**config.mk**
```make
export PLATFORM = sky130hd
export DESIGN_NAME = sync_down_timer
export DESIGN_NICKNAME = d
export VERILOG_FILES = /design/src/rtl/sync_down_timer.sv
export SDC_FILE = /design/constraint.sdc
export NUM_CORES = 1
export LEC_CHECK = 0
export ABC_CLOCK_PERIOD_IN_PS = 3500
export BUFFER_PORTS_ARGS = -buffer_cell sky130_fd_sc_hd__buf_2
export CAP_MARGIN = 20
export CORE_MARGIN = 1
export CORE_UTILIZATION = 55
export DETAILED_ROUTE_END_ITERATION = 6
export PLACE_DENSITY = 0.8
export REMOVE_ABC_BUFFERS = 1
export SLEW_MARGIN = 10
export SYNTH_ARGS = -nofsm -noshare
export SYNTH_HDL_FRONTEND = slang
export SYNTH_SLANG_ARGS = --single-unit
```
**constraint.sdc**
```tcl
create_clock -name clock -period 3.5 [get_ports clock]
set_clock_uncertainty 0.05 [all_clocks]
set_input_delay 0.7 -clock clock [delete_from_list [all_inputs] [get_ports clock]]
set_output_delay 0.7 -clock clock [all_outputs]
set_load 0.03 [all_outputs]
```
**src/rtl/sync_down_timer.sv**
```systemverilog
// Loadable down-counter/timer: counts a programmed interval to zero under en and pulses tc.
// Optional macro SYNC_DOWN_TIMER_AUTO_RELOAD_EN turns RUN into periodic mode (reload on terminal count).
module sync_down_timer #(
  parameter int WIDTH = 4
) (
  input  logic             clock,
  input  logic             clear,
  input  logic             en,
  input  logic             load,
  input  logic [WIDTH-1:0] load_val,
  input  logic             start,
  output logic [WIDTH-1:0] count,
  output logic             tc,
  output logic             busy,
  output logic             done,
  output logic [1:0]       dbg_state
);

  typedef enum logic [1:0] {
    S_IDLE = 2'd0,
    S_RUN  = 2'd1,
    S_DONE = 2'd2
  } state_e;

  state_e           state_q, state_d;
  logic [WIDTH-1:0] count_q, count_d;
  logic [WIDTH-1:0] reload_q, reload_d;
  logic [WIDTH-1:0] eff_count;
  logic             tc_q, tc_d;
  logic             busy_q, done_q;

  // Priority inside every state is load > start > en.
  always_comb begin
    state_d   = state_q;
    count_d   = count_q;
    reload_d  = reload_q;
    tc_d      = 1'b0;
    eff_count = load ? load_val : count_q;
    unique case (state_q)
      S_IDLE: begin
        if (load) begin
          count_d  = load_val;
          reload_d = load_val;
        end
        if (start) begin
          if (eff_count != '0) begin
            state_d = S_RUN;
          end else begin
            state_d = S_DONE;
            tc_d    = 1'b1;
          end
        end
      end
      S_RUN: begin
        if (load) begin
          count_d  = load_val;
          reload_d = load_val;
          if (load_val == '0) begin
            state_d = S_DONE;
            tc_d    = 1'b1;
          end
        end else if (en) begin
          if (count_q > WIDTH'(1)) begin
            count_d = count_q - WIDTH'(1);
          end else begin
            tc_d = 1'b1;
`ifdef SYNC_DOWN_TIMER_AUTO_RELOAD_EN
            // Periodic mode: a zero reload value cannot restart, so fall back to DONE.
            if (reload_q != '0) begin
              count_d = reload_q;
            end else begin
              count_d = '0;
              state_d = S_DONE;
            end
`else
            count_d = '0;
            state_d = S_DONE;
`endif
          end
        end
      end
      S_DONE: begin
        if (load) begin
          count_d  = load_val;
          reload_d = load_val;
          state_d  = S_IDLE;
        end else if (start) begin
          if (reload_q != '0) begin
            count_d = reload_q;
            state_d = S_RUN;
          end else begin
            tc_d = 1'b1;
          end
        end
      end
      default: begin
        state_d = S_IDLE;
        count_d = '0;
      end
    endcase
  end

  // busy/done are registered from the next state so they align with the state register.
  always_ff @(posedge clock or posedge clear) begin
    if (clear) begin
      state_q  <= S_IDLE;
      count_q  <= '0;
      reload_q <= '0;
      tc_q     <= 1'b0;
      busy_q   <= 1'b0;
      done_q   <= 1'b0;
    end else begin
      state_q  <= state_d;
      count_q  <= count_d;
      reload_q <= reload_d;
      tc_q     <= tc_d;
      busy_q   <= (state_d == S_RUN);
      done_q   <= (state_d == S_DONE);
    end
  end

  assign count     = count_q;
  assign tc        = tc_q;
  assign busy      = busy_q;
  assign done      = done_q;
  assign dbg_state = state_q;

endmodule

```
==> results.yml <==
placement:
  hpwlAfterDp_um: 1460
  port_buffers: 17
  dpl.cell_count: 119
  gp_congestion: 0.843
sta:
  rsz0062_at_grt: "false"
  fmax_mhz: 493
  tightestPinTransition_ns: 0.581
  tns_ns: 0
  post-route-period-util_pct: 58.0
  slew-limit-headroom_pct: 61.1
  finalHoldViolCount: 0
  finalSetupViolations: 0
  slew_violations: 0
  min_period_ns: 2.03
flow_run:
  drv_cap: 0
power:
  p_int_mw: 0.413
  p_total_mw: 0.807
  power_frac_comb_pct: 50.6
  swShare_pct: 48.8
  seqPwrFrac_pct: 37.6
  ir_worst_vdd_mv: 0.451
  p_clk_share_pct: 11.8
  power-per-cell-area_nw_per_um2: 812
  p_leak_nw: 0.433
  p_switching_mw: 0.393
finish:
  final_layout_size_suffix_gt1_share_pct: 30.8
  area_growth_pct: 12.5
  final_nets: 119
  n_antenna_cell: 0
  fin_cells: 123
status:
  status: "complete, no violations"
yosys:
  synth_seq_cells: 13
  synth.largest_area_cell: "dfrtp_1"
  synth.yosys.seq_area_share_pct: 36.8
  yosysWarnings: 0
  avgSynthCellArea_sq_um: 9.81
  syn_inst: 90
  synth_cell_types: 42
  synth_area_sq_um: 883
  synth_area_leaders: "dfrtp_1 (37%), mux2_2 (5.1%), a22oi_1 (4.2%)"
  synth_top_area_share_pct: 36.8
drt:
  vias_per_cell: 6.83
  drt_pass1_iterations: 4
  wl_per_cell_um: 16.1
  vias: 840
  remaining_drc_errors: 0
  antenna_left: 0
  wl_um: 1980
  drtIter0Drc: 37
global_route:
  grt_pass1_wl_um: 3180
  met3_usage_pct: 3.88
  grt_util_all_layers_pct: 23.5
  use_met2_pct: 36.6
  grt_util_met1_pct: 33.7
  grt-busiest-layer: "met2"
  overflow: 0
  antenna_found_initial: 0
  grt_pass1_vias: 720
  grt_max_degree: 21
clock_network:
  post_cts_resized: 0
  clk_pin_slew_ns: 0.08
  cts_htree_levels: 1
  cts_sinks: 13
  clockBufferDepth: 2
  cts_tree: "yes"
  post_cts_buffers: 0
  root_buffer: "clkbuf_4"
  holdBufCountCts: 0
  cts_buffers: 3
  clk_latency_ns: 0.28
die:
  fp.dieW_um: 42.1
  die_h_um: 42.1
  ios: 18
  core_sq_um: 1510
  initial_core_util_pct: 58.6
  num_rows: 14
  die_area_sq_um: 1770
critical_path:
  worstSetupPathType: "register to output pin"
  reg2regPathDepth: 7
  crit_buf_inv: 1
  path_cells: "buf_2"
  worstPathArrival_ns: 1.28
  cp_slowest_cell: "dfrtp_1"
  r2r_setup_slack_ns: 1.56
  crit_fanout: 20
  required_ns: 2.75
  cp-start-kind: "register"
  critPathMaxStageDelay_ns: 0.70
  r2r_end: "count[0]"
  endpoint_kind: "output pin"
  cp_top_family: "flip-flops"
  worstReg2RegStart: "count[1]"
  critical_path_depth: 1
min_path:
  min_path_type: "input port to async pin"
[state kept, by name (all words and copies together) (netlist names)]
name,cells
reload_q,4
done,1
tc,1
dbg_state,2
count,4
busy,1
[cells in the mapped netlist]
cell,instances
buf_4,1
a221oi_1,1
o21ai_1,1
nor3_1,2
nand2_1,5
nor2_1,8
o32ai_1,3
a41o_1,1
mux2_2,4
nor3_2,2
a2bb2oi_1,1
a31oi_1,1
ha_1,2
mux2i_1,2
or4_1,1
or3_1,1
o22ai_1,1
o21ai_2,1
nor3b_1,2
o221ai_1,1
buf_2,2
dfrtp_1,13
a31o_2,2
nand3b_1,1
a22o_2,1
inv_1,4
nand2b_1,2
o21ai_0,2
a311o_1,1
o21bai_1,3
nor2_2,1
nor4_1,1
a21oi_1,2
a32o_1,1
clkbuf_1,1
o41ai_1,1
nor2b_1,2
a22oi_1,5
o2bb2ai_1,1
o41ai_4,1
a22oi_2,1
nand3_1,1
[through the flow]
stage / util (%) / area (sq um) / hold slack (ns) / worst slack [ns]
global route: 65.9 / 993 / 0.437 / 1.38
detailed placement: 64.2 / 967 / 0.564 / 1.39
floorplan: - / 862 / 0.527 / 1.63
finish: 65.9 / 993 / 0.386 / 1.47
CTS: 65.9 / 993 / 0.391 / 1.48
global placement: 64.2 / 967 / 0.560 / 1.44
[final cells by class]
class	instances	area, sq um
well taps	16	20.0
flip-flops and latches	13	325
multi-input cells	69	522
fillers	132	513
repair buffers	17	85.1
clock buffers	4	26.3
inverters	4	15.0
[layout by cell type (no fill, tap or decap), types with 3 or more instances in the layout]
cell type and count:
buf_2 17, dfrtp_1 13, nor2_1 8, a22oi_1 5, nand2_1 5, inv_1 4
mux2_2 4, o21bai_1 3, o32ai_1 3, clkbuf_4 3
[metal layers]
layer | share of wire, % | vias up
met1 | 43 | 405
met2 | 48 | 46
met5 | 0 | -
met4 | 0.66 | 0
li1 | - | 387
met3 | 8.5 | 2
[cells by family after synthesis]
logic type,Yosys count,synth area share (%)
fa+ha+maj,2,2.83
compound gates,32,31.0
flops,13,36.8
buf+inv,8,4.11
simple gates,29,17.8
mux,6,7.37
[power by group through the flow]
stage / registers (mW) / logic [mW] / clock network (mW)
2_1_floorplan: 0.368 / 0.228 / 0
3_3_place_gp: 0.302 / 0.399 / 0
3_5_place_dp: 0.306 / 0.406 / 0
4_1_cts: 0.303 / 0.408 / 0.0977
5_1_grt: 0.315 / 0.437 / 0.103
6_report: 0.303 / 0.408 / 0.0954
[worst max-delay path by stage]
stage / startpoint / end / slack, ns
final: dbg_state[1] / dbg_state[1] / 1.47
after global placement: load / count[0] / 1.44
after floorplan: dbg_state[0] / count[0] / 1.63
after CTS: dbg_state[1] / dbg_state[1] / 1.48
after detailed placement: load / count[0] / 1.39
after global routing: dbg_state[1] / dbg_state[1] / 1.38
(Power assumes the default switching activity.)
